$ cat src/rtl/matmul_pkg.sv
// matmul_pkg: shared types and constants for the matmul sequencer.
// FSM state encoding, index width and FP32 constants.
package matmul_pkg;

    localparam int IDX_W = 8;

    typedef enum logic [2:0] {
        S_IDLE,
        S_RD,
        S_LAT,
        S_ISSUE,
        S_WAIT,
        S_WR
    } seq_state_t;

    localparam logic [31:0] FP32_ONE  = 32'h3F80_0000;
    localparam logic [31:0] FP32_ZERO = 32'h0000_0000;

    function automatic logic dim_bad(input logic [IDX_W-1:0] d,
                                     input int max);
        return (d == '0) || (int'(d) > max);
    endfunction

endpackage

$ cat src/rtl/matmul_idx_counter.sv
// matmul_idx_counter: nested i/j/k walk with running A/B/C offsets.
// Addresses come from adders only; the FSM drives clear/inc strobes.
module matmul_idx_counter
    import matmul_pkg::*;
#(
    parameter int ADDR_W = 8
) (
    input  logic              s00_axi_aclk,
    input  logic              s00_axi_aresetn,
    input  logic              clear,
    input  logic              inc_k,
    input  logic              inc_elem,
    input  logic [IDX_W-1:0]  dim_m,
    input  logic [IDX_W-1:0]  dim_k,
    input  logic [IDX_W-1:0]  dim_n,
    output logic              k_first,
    output logic              k_last,
    output logic              elem_last,
    output logic [ADDR_W-1:0] a_addr,
    output logic [ADDR_W-1:0] b_addr,
    output logic [ADDR_W-1:0] c_addr
);

    logic [IDX_W-1:0]  i_q, j_q, k_q;
    logic [ADDR_W-1:0] a_row_q, b_off_q, c_row_q;
    logic              j_last;

    assign j_last    = (j_q == dim_n - IDX_W'(1));
    assign k_first   = (k_q == '0);
    assign k_last    = (k_q == dim_k - IDX_W'(1));
    assign elem_last = j_last && (i_q == dim_m - IDX_W'(1));
    assign a_addr    = a_row_q + ADDR_W'(k_q);
    assign b_addr    = b_off_q + ADDR_W'(j_q);
    assign c_addr    = c_row_q + ADDR_W'(j_q);

    // Step k within an element, or advance row-major to the next element
    always_ff @(posedge s00_axi_aclk or negedge s00_axi_aresetn) begin
        if (!s00_axi_aresetn) begin
            i_q     <= '0;
            j_q     <= '0;
            k_q     <= '0;
            a_row_q <= '0;
            b_off_q <= '0;
            c_row_q <= '0;
        end else if (clear) begin
            i_q     <= '0;
            j_q     <= '0;
            k_q     <= '0;
            a_row_q <= '0;
            b_off_q <= '0;
            c_row_q <= '0;
        end else if (inc_k) begin
            k_q     <= k_q + IDX_W'(1);
            b_off_q <= b_off_q + ADDR_W'(dim_n);
        end else if (inc_elem) begin
            k_q     <= '0;
            b_off_q <= '0;
            if (j_last) begin
                j_q     <= '0;
                i_q     <= i_q + IDX_W'(1);
                a_row_q <= a_row_q + ADDR_W'(dim_k);
                c_row_q <= c_row_q + ADDR_W'(dim_n);
            end else begin
                j_q <= j_q + IDX_W'(1);
            end
        end
    end

endmodule

$ cat src/rtl/matmul_engine_sequencer.sv
// matmul_engine_sequencer: control FSM for one C = A x B job.
// Define MATMUL_SEQ_PERF_CNT_EN to enable the busy-cycle counter.
module matmul_engine_sequencer
    import matmul_pkg::*;
#(
    parameter int MAX_M  = 4,
    parameter int MAX_K  = 4,
    parameter int MAX_N  = 4,
    parameter int DATA_W = 32,
    parameter int ADDR_W = 8
) (
    input  logic              s00_axi_aclk,
    input  logic              s00_axi_aresetn,
    input  logic              start,
    input  logic              abort,
    input  logic [7:0]        dim_m,
    input  logic [7:0]        dim_k,
    input  logic [7:0]        dim_n,
    output logic              busy,
    output logic              done,
    output logic              err,
    output logic              a_en,
    output logic [ADDR_W-1:0] a_addr,
    input  logic [DATA_W-1:0] a_rdata,
    output logic              b_en,
    output logic [ADDR_W-1:0] b_addr,
    input  logic [DATA_W-1:0] b_rdata,
    output logic              mac_valid,
    input  logic              mac_ready,
    output logic [DATA_W-1:0] mac_a,
    output logic [DATA_W-1:0] mac_b,
    output logic              mac_first,
    output logic              mac_last,
    input  logic              mac_res_valid,
    input  logic [DATA_W-1:0] mac_res,
    output logic              c_we,
    output logic [ADDR_W-1:0] c_addr,
    output logic [DATA_W-1:0] c_wdata,
    output logic [31:0]       perf_cycles
);

    seq_state_t       state;
    logic [IDX_W-1:0] dm_q, dk_q, dn_q;
    logic             start_acc, kill, bad;
    logic             k_first, k_last, elem_last;
    logic             ctr_clear, ctr_inc_k, ctr_inc_elem;

    assign start_acc = start && !abort && (state == S_IDLE);
    assign kill      = abort && busy;
    assign bad       = dim_bad(dim_m, MAX_M) || dim_bad(dim_k, MAX_K)
                    || dim_bad(dim_n, MAX_N);

    assign ctr_clear    = start_acc || kill
                       || ((state == S_WR) && elem_last);
    assign ctr_inc_k    = !kill && (state == S_ISSUE) && mac_ready
                       && !k_last;
    assign ctr_inc_elem = !kill && (state == S_WR) && !elem_last;

    matmul_idx_counter #(
        .ADDR_W (ADDR_W)
    ) u_idx (
        .s00_axi_aclk    (s00_axi_aclk),
        .s00_axi_aresetn (s00_axi_aresetn),
        .clear           (ctr_clear),
        .inc_k           (ctr_inc_k),
        .inc_elem        (ctr_inc_elem),
        .dim_m           (dm_q),
        .dim_k           (dk_q),
        .dim_n           (dn_q),
        .k_first         (k_first),
        .k_last          (k_last),
        .elem_last       (elem_last),
        .a_addr          (a_addr),
        .b_addr          (b_addr),
        .c_addr          (c_addr)
    );

    // Job sequencing with all strobes and operands registered
    always_ff @(posedge s00_axi_aclk or negedge s00_axi_aresetn) begin
        if (!s00_axi_aresetn) begin
            state     <= S_IDLE;
            busy      <= 1'b0;
            done      <= 1'b0;
            err       <= 1'b0;
            a_en      <= 1'b0;
            b_en      <= 1'b0;
            mac_valid <= 1'b0;
            mac_a     <= DATA_W'(FP32_ZERO);
            mac_b     <= DATA_W'(FP32_ZERO);
            mac_first <= 1'b0;
            mac_last  <= 1'b0;
            c_we      <= 1'b0;
            c_wdata   <= DATA_W'(FP32_ZERO);
            dm_q      <= '0;
            dk_q      <= '0;
            dn_q      <= '0;
        end else begin
            a_en <= 1'b0;
            b_en <= 1'b0;
            c_we <= 1'b0;
            if (kill) begin
                state     <= S_IDLE;
                busy      <= 1'b0;
                done      <= 1'b0;
                mac_valid <= 1'b0;
            end else begin
                unique case (state)
                    S_IDLE: begin
                        if (start_acc) begin
                            dm_q <= dim_m;
                            dk_q <= dim_k;
                            dn_q <= dim_n;
                            done <= bad;
                            err  <= bad;
                            if (!bad) begin
                                busy  <= 1'b1;
                                a_en  <= 1'b1;
                                b_en  <= 1'b1;
                                state <= S_RD;
                            end
                        end
                    end
                    S_RD: state <= S_LAT;
                    S_LAT: begin
                        mac_a     <= a_rdata;
                        mac_b     <= b_rdata;
                        mac_first <= k_first;
                        mac_last  <= k_last;
                        mac_valid <= 1'b1;
                        state     <= S_ISSUE;
                    end
                    S_ISSUE: begin
                        if (mac_ready) begin
                            mac_valid <= 1'b0;
                            if (k_last) begin
                                state <= S_WAIT;
                            end else begin
                                a_en  <= 1'b1;
                                b_en  <= 1'b1;
                                state <= S_RD;
                            end
                        end
                    end
                    S_WAIT: begin
                        if (mac_res_valid) begin
                            c_wdata <= mac_res;
                            c_we    <= 1'b1;
                            state   <= S_WR;
                        end
                    end
                    S_WR: begin
                        if (elem_last) begin
                            done  <= 1'b1;
                            busy  <= 1'b0;
                            state <= S_IDLE;
                        end else begin
                            a_en  <= 1'b1;
                            b_en  <= 1'b1;
                            state <= S_RD;
                        end
                    end
                    default: state <= S_IDLE;
                endcase
            end
        end
    end

`ifdef MATMUL_SEQ_PERF_CNT_EN
    // Saturating count of busy cycles, held after the job ends
    always_ff @(posedge s00_axi_aclk or negedge s00_axi_aresetn) begin
        if (!s00_axi_aresetn) begin
            perf_cycles <= '0;
        end else if (start_acc) begin
            perf_cycles <= '0;
        end else if (busy && (perf_cycles != '1)) begin
            perf_cycles <= perf_cycles + 32'd1;
        end
    end
`else
    assign perf_cycles = '0;
`endif

endmodule
$ cat config.mk
export PLATFORM = sky130hd
export DESIGN_NAME = matmul_engine_sequencer
export DESIGN_NICKNAME = d
export VERILOG_FILES = /design/src/rtl/matmul_pkg.sv /design/src/rtl/matmul_idx_counter.sv /design/src/rtl/matmul_engine_sequencer.sv
export SDC_FILE = /design/constraint.sdc
export NUM_CORES = 1
export LEC_CHECK = 0
export BUFFER_PORTS_ARGS = -buffer_cell sky130_fd_sc_hd__buf_2
export CAP_MARGIN = 20
export CORE_MARGIN = 2
export CORE_UTILIZATION = 35
export DETAILED_ROUTE_END_ITERATION = 10
export GPL_ROUTABILITY_DRIVEN = 0
export PLACE_DENSITY = 0.68
export SYNTH_ARGS = -nofsm -noshare
export SYNTH_HDL_FRONTEND = slang
export SYNTH_HIERARCHICAL = 1
export SYNTH_SLANG_ARGS = --single-unit
$ cat constraint.sdc
create_clock -name s00_axi_aclk -period 4.6 [get_ports s00_axi_aclk]
set_input_delay 0.23 -clock s00_axi_aclk [delete_from_list [all_inputs] [get_ports s00_axi_aclk]]
set_output_delay 0.23 -clock s00_axi_aclk [all_outputs]
set_load 0.03 [all_outputs]
==> impl_metrics.ini, run 1 <==
[status]
status = finished, final reports clean

[power]
sequentialPowerShare = 0.335
p_clk_frac = 0.190
p_per_area_nw_per_um2 = 638
p_comb_frac = 0.476
intPower_w = 0.00434
power.switching_w = 0.00336
ir_drop_uv = 210
netSwitchingFraction = 0.436
p_leak_nw = 6.22

[detailed_routing]
viasPerCell = 4.86
drtPass1Iterations = 4
drt-initial-drc-count = 495
ant_nets = 0
routedWlPerCell_um = 16.6
wirelength_mm = 24.9
drc = 0
num_vias = 7293

[critical_path]
r2r_end = u_idx/k_q[6]
critical_path.top_delay_family = compound AO/OA/AOI/OAI gates
worstReg2RegStart = dn_q[1]
arrival_ns = 4.19
cp_common_cell = o21ai_0
start_kind = flip-flop
crit_slowest_cell = o311ai_0
regToRegSetupSlack_ns = 0.70
path_buf_inv = 0
crit_type = reg2reg
crit_required_ns = 4.89
max_stage_delay_ns = 0.63
crit_fanout = 13
worstPathCellList = nor3_1, nand2_1, o311ai_0, o211a_1, o2111a_1, a211o_1, nand2b_1, a31oi_1, o21ai_0, o21ai_0
reg2regPathDepth = 10
cp-end-kind = flip-flop

[grt]
track_usage = 0.161
grt_pass1_wl_mm = 37.5
grt_pass1_vias = 7008
grt_max_degree = 102
overflow = 0
antenna_found_initial = 0

[synth]
synthAdderAreaFrac = 0.0739
synth_most_common_cell = dfrtp_1
synth_common_cells = dfrtp_1 (179), mux2_2 (88), ha_1 (49)
synth_top_area_frac = 0.451
synthArstFlopShare = 1.00
synth_cell_type_count = 57
synth_top_family_by_area = multiplexers
synthXorXnorAreaFrac = 0.0653
ys_ff_latch = 179
synth_ff_type = dfrtp_1
synth_compound_area_frac = 0.0965
ys_warn_count = 6
synth-simple-area-share = 0.0997
synth-edff-count = 0
ys_seq_area_frac = 0.451
syn_inst = 859
synth_top_cell_by_area = dfrtp_1
synth.area.mux_share = 0.160
syn_area_per_cell_sq_um = 11.6
synthTopCellsByArea = dfrtp_1 (45%), mux2_2 (10%), ha_1 (6.2%), mux2_4 (6.0%), xnor2_1 (3.6%)
netlist_area_sq_um = 9930

[die]
coreArea_sq_um = 27900
fp.dieArea_sq_um = 29700
io_pins = 287
die_y_um = 172
die_w_um = 172
core.rowCount = 61
start_util = 0.356

[hold_path]
holdPathEnd = mac_a[1]
min_path_type = in2reg
hp-start = a_rdata[1]
holdPathStages = 2

[timing]
rsz0062_at_grt = no
tightest_slew_ns = 0.996
skew_ns = 0.0123
fmax_ghz = 0.256
maxSlewHeadroom = 0.336
min_period_ns = 3.90
worst_slack_ns = 0.701
finalSetupViolations = 0
tns_ns = 0
finalCritPeriodShare = 0.848
finalHoldViolCount = 0
drv_slew = 0

[placed_design]
port_buffers = 254
post-dp-hpwl_mm = 18.7
placed_area_sq_um = 11500
dp_slack_ns = 0.778

[clock_tree]
cts_root_buf = clkbuf_16
clk_latency_ns = 0.43
cts_tree = built
numCtsBuffers = 17
clockBufferDepth = 2
cts_num_sinks = 179
htreeDepth = 4
path_clk_slew_ns = 0.08

[layout]
area_growth_pct = 21.6
diodes = 0
nets = 1292
fillers = 2666
postLayoutCellArea_sq_um = 12100
drive_gt1_frac = 0.386

[flow_run]
cap_violations = 0
-- how the worst max path moves through the flow --
stage	cells past startpoint	slack (ns)	endpoint	from
5_1_grt	10	0.40	u_idx/k_q[6]	dn_q[0]
4_1_cts	11	0.75	u_idx/j_q[5]	dn_q[1]
3_3_place_gp	10	0.96	u_idx/k_q[3]	dn_q[3]
3_5_place_dp	11	0.78	u_idx/j_q[5]	dn_q[0]
2_1_floorplan	11	1.22	u_idx/a_row_q[0]	dn_q[3]
6_report	10	0.70	u_idx/k_q[6]	dn_q[1]
-- layout by cell type (no fill, tap or decap), types with 3 or more instances in the layout --
master and instances:
nor2b_1 11, conb_1 32, inv_8 5, a22o_1 16
inv_1 28, a31oi_1 6, and3_1 9, o21a_1 5
clkinv_8 4, clkbuf_16 17, o21bai_1 4, xor2_1 33
buf_4 12, a21o_1 12, or4_1 5, mux2_2 88
o31ai_1 3, xnor2_1 41, buf_2 253, mux2_4 40
o41ai_1 5, nand2_1 28, fa_1 6, o211ai_1 6
o21ai_0 35, nand4_1 13, nor3b_1 5, ha_1 49
or3_1 6, nand2b_1 9, a21oi_1 34, nor4_1 10
dfrtp_1 179, nor2_1 47, a211oi_1 3, nand3_1 15
nor3_1 17
-- power groups by stage --
stage	registers (W)	clock network (W)	logic, W
after CTS	0.00257	0.00151	0.00370
after global routing	0.00266	0.00156	0.00396
after detailed placement	0.00260	0	0.00368
final	0.00258	0.00146	0.00367
after global placement	0.00258	0	0.00362
after floorplan	0.00313	0	0.00218
-- sequential cells by signal, indices dropped and copies added (netlist names) --
| register | flops |
|---|---|
| mac_valid | 1 |
| u_idx/c_row_q | 8 |
| u_idx/b_off_q | 8 |
| err | 1 |
| dm_q | 8 |
| dk_q | 8 |
| c_wdata | 32 |
| u_idx/k_q | 8 |
| u_idx/i_q | 8 |
| state | 3 |
| mac_last | 1 |
| u_idx/a_row_q | 8 |
| b_en | 1 |
| mac_b | 32 |
| mac_a | 32 |
| c_we | 1 |
| busy | 1 |
| mac_first | 1 |
| done | 1 |
| dn_q | 8 |
| u_idx/j_q | 8 |
-- through the flow --
stage	cells	hold WS, ns	power, W	util
2_1_floorplan	890	-0.0656	0.00531	-
3_5_place_dp	1469	0.423	0.00627	0.412
6_report	1502	0.0215	0.00771	0.433
3_3_place_gp	1469	0.415	0.00620	0.412
5_1_grt	1502	0.000772	0.00819	0.433
4_1_cts	1502	0.00562	0.00778	0.433
-- kinds of logic (layout without fill, tap and decap cells) --
family	count (synthesis)	in the layout
buffers and inverters	93	327
AOI/OAI and AO/OA	142	142
DFF	179	179
muxes	128	128
xor gates and xnor gates	74	74
and+or+nand+nor	187	187
other	1	32
adders and majority gates	55	55
-- worst reg2reg max path, delay by kind of cell, from the launching register on --
kind / cells / cell delay (ns)
AO/OA/AOI/OAI: 7 / 2.07
flip-flops: 1 / 0.49
AND/OR/NAND/NOR: 3 / 1.20
-- layer usage --
layer	vias to the layer above	GRT usage	part of all wire
li1	3526	-	-
met2	164	0.257	0.49
met3	20	0.0304	0.040
met5	-	0	0
met1	3583	0.224	0.46
met4	0	0.0427	0.012
-- area by class of cell --
type	instances	area, sq um	area share
Inverter	28	105	0.00871
Tap cell	378	473	0.0392
Sequential cell	179	4480	0.371
Timing Repair Buffer	267	1380	0.114
Multi-Input combinational cell	618	5040	0.418
Clock buffer	17	425	0.0352
Clock inverter	15	168	0.0139
-- repair_timing --
action                     CTS  global route
hold endpoints to repair    99             0
hold buffers                 1             0
setup buffers                0             0
setup endpoints to repair    0             0
resized for setup            0             0
(Power assumes the default switching activity.)
==> run 2: changes to the inputs <==
--- a/config.mk
+++ b/config.mk
@@ -11,7 +11,7 @@
 export CORE_UTILIZATION = 35
 export DETAILED_ROUTE_END_ITERATION = 10
 export GPL_ROUTABILITY_DRIVEN = 0
-export PLACE_DENSITY = 0.68
+export PLACE_DENSITY = 0.7
 export SYNTH_ARGS = -nofsm -noshare
 export SYNTH_HDL_FRONTEND = slang
 export SYNTH_HIERARCHICAL = 1
==> constraint.sdc (replaced) <==
create_clock -name s00_axi_aclk -period 3.17 [get_ports s00_axi_aclk]
set_input_delay 0.1585 -clock s00_axi_aclk [delete_from_list [all_inputs] [get_ports s00_axi_aclk]]
set_output_delay 0.1585 -clock s00_axi_aclk [all_outputs]
set_load 0.03 [all_outputs]
==> impl_metrics.ini, run 2 (synthesized netlist as in run 1, its figures left out) <==
[layout]
postLayoutCellArea_sq_um = 13700
drive_gt1_frac = 0.385
nets = 1452
area_growth_pct = 38.2
largestRegisters = c_wdata: 32 flops, mac_a: 32 flops, mac_b: 32 flops
mostFrequentLayoutCells = buf_2 (253), dfrtp_1 (178), dlygate4sd3_1 (118)
layout_commonest_cell = buf_2
fillers = 2448
final_cells = 1662
diodes = 0

[die]
die_y_um = 172
coreArea_sq_um = 27900
core.rowCount = 61
fp.dieArea_sq_um = 29700
start_util = 0.356
io_pins = 287
die_w_um = 172

[grt]
track_usage = 0.180
grt_pass1_vias = 8037
grt_max_degree = 90
grt_pass1_wl_mm = 41.5
antenna_found_initial = 0
overflow = 0

[clock_tree]
clk_latency_ns = 0.43
cts_root_buf = clkbuf_16
cts_tree = built
path_clk_slew_ns = 0.07
htreeDepth = 4
cts_num_sinks = 179
clockBufferDepth = 2
numCtsBuffers = 17

[critical_path]
crit_type = reg2reg
cp-end-kind = flip-flop
max_stage_delay_ns = 0.41
start_kind = flip-flop
crit_fanout = 10
worstPathCellList = or3_4, or3_4, xor2_1, nor2_1, a211oi_1, o2111a_2, a211o_4, buf_4, nor3_4, buf_6, o21ai_0, o21ai_0
reg2regPathDepth = 12
arrival_ns = 3.40
critical_path.top_delay_family = simple AND/OR/NAND/NOR gates
crit_slowest_cell = or3_4
crit_required_ns = 3.51
path_depth = 12
path_buf_inv = 2

[timing]
maxSlewHeadroom = 0.230
tightest_slew_ns = 1.15
min_period_ns = 3.06
skew_ns = 0.0143
drv_slew = 0
finalHoldViolCount = 0
hold-worst-slack_ns = 0.0227
tns_ns = 0
finalCritPeriodShare = 0.965
fmax_ghz = 0.327
finalSetupViolations = 0

[placed_design]
placed_area_sq_um = 11800
port_buffers = 254
placed_cells = 1507
post-dp-hpwl_mm = 19.5

[detailed_routing]
wirelength_mm = 27.9
viasPerCell = 4.85
drt-initial-drc-count = 500
routedWlPerCell_um = 16.8
drc = 0
num_vias = 8064
drtPass1Iterations = 5
ant_nets = 0

[hold_path]
min_path_type = in2reg
holdPathStages = 2

[status]
status = finished, final reports clean

[flow_run]
cap_violations = 0

[power]
ir_drop_uv = 409
p_leak_nw = 6.96
p_per_area_nw_per_um2 = 864
run 2: worst register-to-register path: stages, from the launching register on:
cell,delay (ns)
dfrtp_1,0.40
or3_4,0.41
or3_4,0.37
xor2_1,0.15
nor2_1,0.09
a211oi_1,0.06
o2111a_2,0.31
a211o_4,0.37
buf_4,0.19
nor3_4,0.26
buf_6,0.18
o21ai_0,0.09
o21ai_0,0.10
run 2: path summary, 6_finish.rpt:
path	slack [ns]	startpoint	to
setup / recovery	0.11	dm_q[1]	u_idx/k_q[3]
hold / removal	0.02	dim_k[3]	dk_q[3]
setup reg to reg	0.11	dm_q[1]	u_idx/k_q[3]
hold reg to reg	0.50	mac_a[29]	mac_a[29]
max in group asynchronous	1.94	s00_axi_aresetn	c_wdata[2]
min in group asynchronous	0.32	s00_axi_aresetn	dn_q[7]
run 2: repair_timing:
action	CTS	global route
hold buffers	118	0
setup buffers	0	4
resized for setup	3	20
cloned	0	1
pin swaps	0	7
endpoints found under the setup margin	14	48
hold endpoints to repair	203	0
run 2: stage by stage:
stage | utilization | power [W] | setup WS (ns)
2_1_floorplan | - | 0.00773 | -0.0124
3_3_place_gp | 0.424 | 0.00930 | 0.0143
3_5_place_dp | 0.424 | 0.00942 | -0.0709
4_1_cts | 0.488 | 0.0118 | -0.0113
5_1_grt | 0.492 | 0.0125 | -0.0198
6_report | 0.492 | 0.0118 | 0.111
run 2: power by group:
| part | internal, W | leakage (nW) | switching, W |
|---|---|---|---|
| combinational | 0.00263 | 4.38 | 0.00343 |
| sequential | 0.00303 | 2.28 | 0.000599 |
| clock | 0.00115 | 0.296 | 0.00102 |
| total | 0.00680 | 6.96 | 0.00504 |
run 2: cell type report:
cell class / count / area [sq um] / area share
clock inverter: 14 / 158 / 0.0115
sequential: 179 / 4480 / 0.327
multi-input combinational: 618 / 5150 / 0.375
timing repair buffer: 427 / 2910 / 0.212
clock buffer: 18 / 439 / 0.0320
tap: 378 / 473 / 0.0345
inverter: 28 / 105 / 0.00766
run 2: layer usage:
layer,track usage,up-vias,share of wire
met5,0,-,0
met4,0.0442,0,0.014
met3,0.0366,37,0.042
met2,0.313,213,0.52
met1,0.228,3981,0.42
li1,-,3833,-
==> run 3: changes to the inputs <==
--- a/config.mk
+++ b/config.mk
@@ -8,10 +8,11 @@
 export BUFFER_PORTS_ARGS = -buffer_cell sky130_fd_sc_hd__buf_2
 export CAP_MARGIN = 20
 export CORE_MARGIN = 2
-export CORE_UTILIZATION = 35
+export CORE_UTILIZATION = 45
+export CTS_CLUSTER_DIAMETER = 150
 export DETAILED_ROUTE_END_ITERATION = 10
 export GPL_ROUTABILITY_DRIVEN = 0
-export PLACE_DENSITY = 0.7
+export PLACE_DENSITY = 0.84
 export SYNTH_ARGS = -nofsm -noshare
 export SYNTH_HDL_FRONTEND = slang
 export SYNTH_HIERARCHICAL = 1
==> impl_metrics.ini, run 3 (synthesized netlist as in run 1, its figures left out) <==
[status]
status = finished with violations
violations = setup timing

[critical_path]
max_stage_delay_ns = 0.49
startpoint = dm_q[2]
cp_common_cell = or3_4
cp-end-kind = flip-flop
worstReg2RegStart = dm_q[2]
path_buf_inv = 1
crit_fanout = 7
start_kind = flip-flop
crit_type = reg2reg
critical_path.top_delay_family = simple AND/OR/NAND/NOR gates
crit_slowest_cell = or4_1
arrival_ns = 3.60
crit_required_ns = 3.52
regToRegSetupSlack_ns = -0.08
worstPathCellList = or3_4, or3_4, xor2_1, nor2_1, a211oi_2, o2111a_2, a211o_4, buf_6, nand2b_4, or4_1, o211ai_1

[die]
die_y_um = 153
fp.dieArea_sq_um = 23300
coreArea_sq_um = 21800
io_pins = 287
start_util = 0.456
die_w_um = 153
core.rowCount = 54

[power]
p_clk_frac = 0.183
intPower_w = 0.00689
p_leak_nw = 7.05
power.switching_w = 0.00538
p_comb_frac = 0.519
p_per_area_nw_per_um2 = 886
ir_drop_uv = 504
sequentialPowerShare = 0.298
netSwitchingFraction = 0.439

[layout]
mostFrequentLayoutCells = buf_2 (253), dfrtp_1 (178), dlygate4sd3_1 (117)
layout_commonest_cell = buf_2
drive_gt1_frac = 0.400
final_cells = 1579
largestRegisters = c_wdata: 32 flops, mac_a: 32 flops, mac_b: 32 flops
utilization = 0.637
area_growth_pct = 39.5
nets = 1467
postLayoutCellArea_sq_um = 13800
diodes = 0

[timing]
finalSetupViolations = 4
finalCritPeriodShare = 1.03
tightest_slew_ns = 0.859
min_period_ns = 3.25
finalHoldViolCount = 0
maxSlewHeadroom = 0.427
rsz0062_at_grt = yes
skew_ns = 0.0199
drv_slew = 0
tns_ns = -0.112
fmax_ghz = 0.308
worst_slack_ns = -0.0810

[clock_tree]
cts_num_sinks = 179
cts_root_buf = clkbuf_16
path_clk_slew_ns = 0.07
clk_latency_ns = 0.45
cts_tree = built
clockBufferDepth = 2
htreeDepth = 4
numCtsBuffers = 17

[placed_design]
post-dp-hpwl_mm = 20.2
port_buffers = 254
dp_slack_ns = -0.170
placed_area_sq_um = 11700
placed_cells = 1419

[hold_path]
min_path_type = in2reg
hp-start = dim_k[4]

[grt]
antenna_found_initial = 0
grt_pass1_vias = 8921
grt_pass1_wl_mm = 47.3
overflow = 0
track_usage = 0.255
grt_max_degree = 92

[detailed_routing]
ant_nets = 0
routedWlPerCell_um = 19.3
wirelength_mm = 30.5
drt-initial-drc-count = 566
drtPass1Iterations = 5
drc = 0
viasPerCell = 5.40
num_vias = 8531

[flow_run]
cap_violations = 0
==> run 3: final cells by class <==
| type | instances | area, sq um |
|---|---|---|
| multi-input cells | 619 | 5220 |
| clock buffers | 17 | 425 |
| repair buffers | 441 | 3050 |
| fillers | 1585 | 7910 |
| flip-flops and latches | 179 | 4480 |
| clock inverters | 15 | 214 |
| well taps | 280 | 350 |
| inverters | 28 | 105 |
==> run 3: through the flow <==
step	total power, W	hold slack, ns
after floorplan	0.00773	-0.137
final	0.0123	0.0196
after detailed placement	0.00954	0.305
after global routing	0.0129	0.00235
after global placement	0.00931	0.286
after CTS	0.0120	0.00152
==> run 3: worst paths after layout <==
kind / end / cells after the start
max: u_idx/b_off_q[7] / 11
min: dk_q[4] / 2
max reg2reg: u_idx/b_off_q[7] / 11
min reg2reg: err / 1
max in group asynchronous: c_wdata[22] / 3
min in group asynchronous: mac_a[1] / 2
==> run 3: power groups by stage <==
| stage | Combinational (W) | Sequential [W] | Clock, W |
|---|---|---|---|
| CTS | 0.00612 | 0.00360 | 0.00227 |
| finish | 0.00637 | 0.00366 | 0.00224 |
| floorplan | 0.00319 | 0.00454 | 0 |
| detailed placement | 0.00591 | 0.00362 | 0 |
| global placement | 0.00573 | 0.00358 | 0 |
| global route | 0.00677 | 0.00374 | 0.00236 |
==> run 3: timing repair <==
item                                    in CTS  in global routing
gates cloned                                 0                  1
hold buffers                               117                  0
buffers inserted                             4                  5
pin swaps                                    1                 22
endpoints found under the setup margin      31                 44
hold endpoints to repair                   205                  0
gates resized for setup                     10                 34
==> run 3: layer usage <==
| layer | vias up | part of all wire | GRT usage |
|---|---|---|---|
| met5 | - | 0 | 0 |
| met4 | 0 | 0.041 | 0.108 |
| met3 | 101 | 0.066 | 0.0626 |
| met2 | 388 | 0.51 | 0.443 |
| met1 | 4178 | 0.38 | 0.304 |
| li1 | 3864 | - | - |
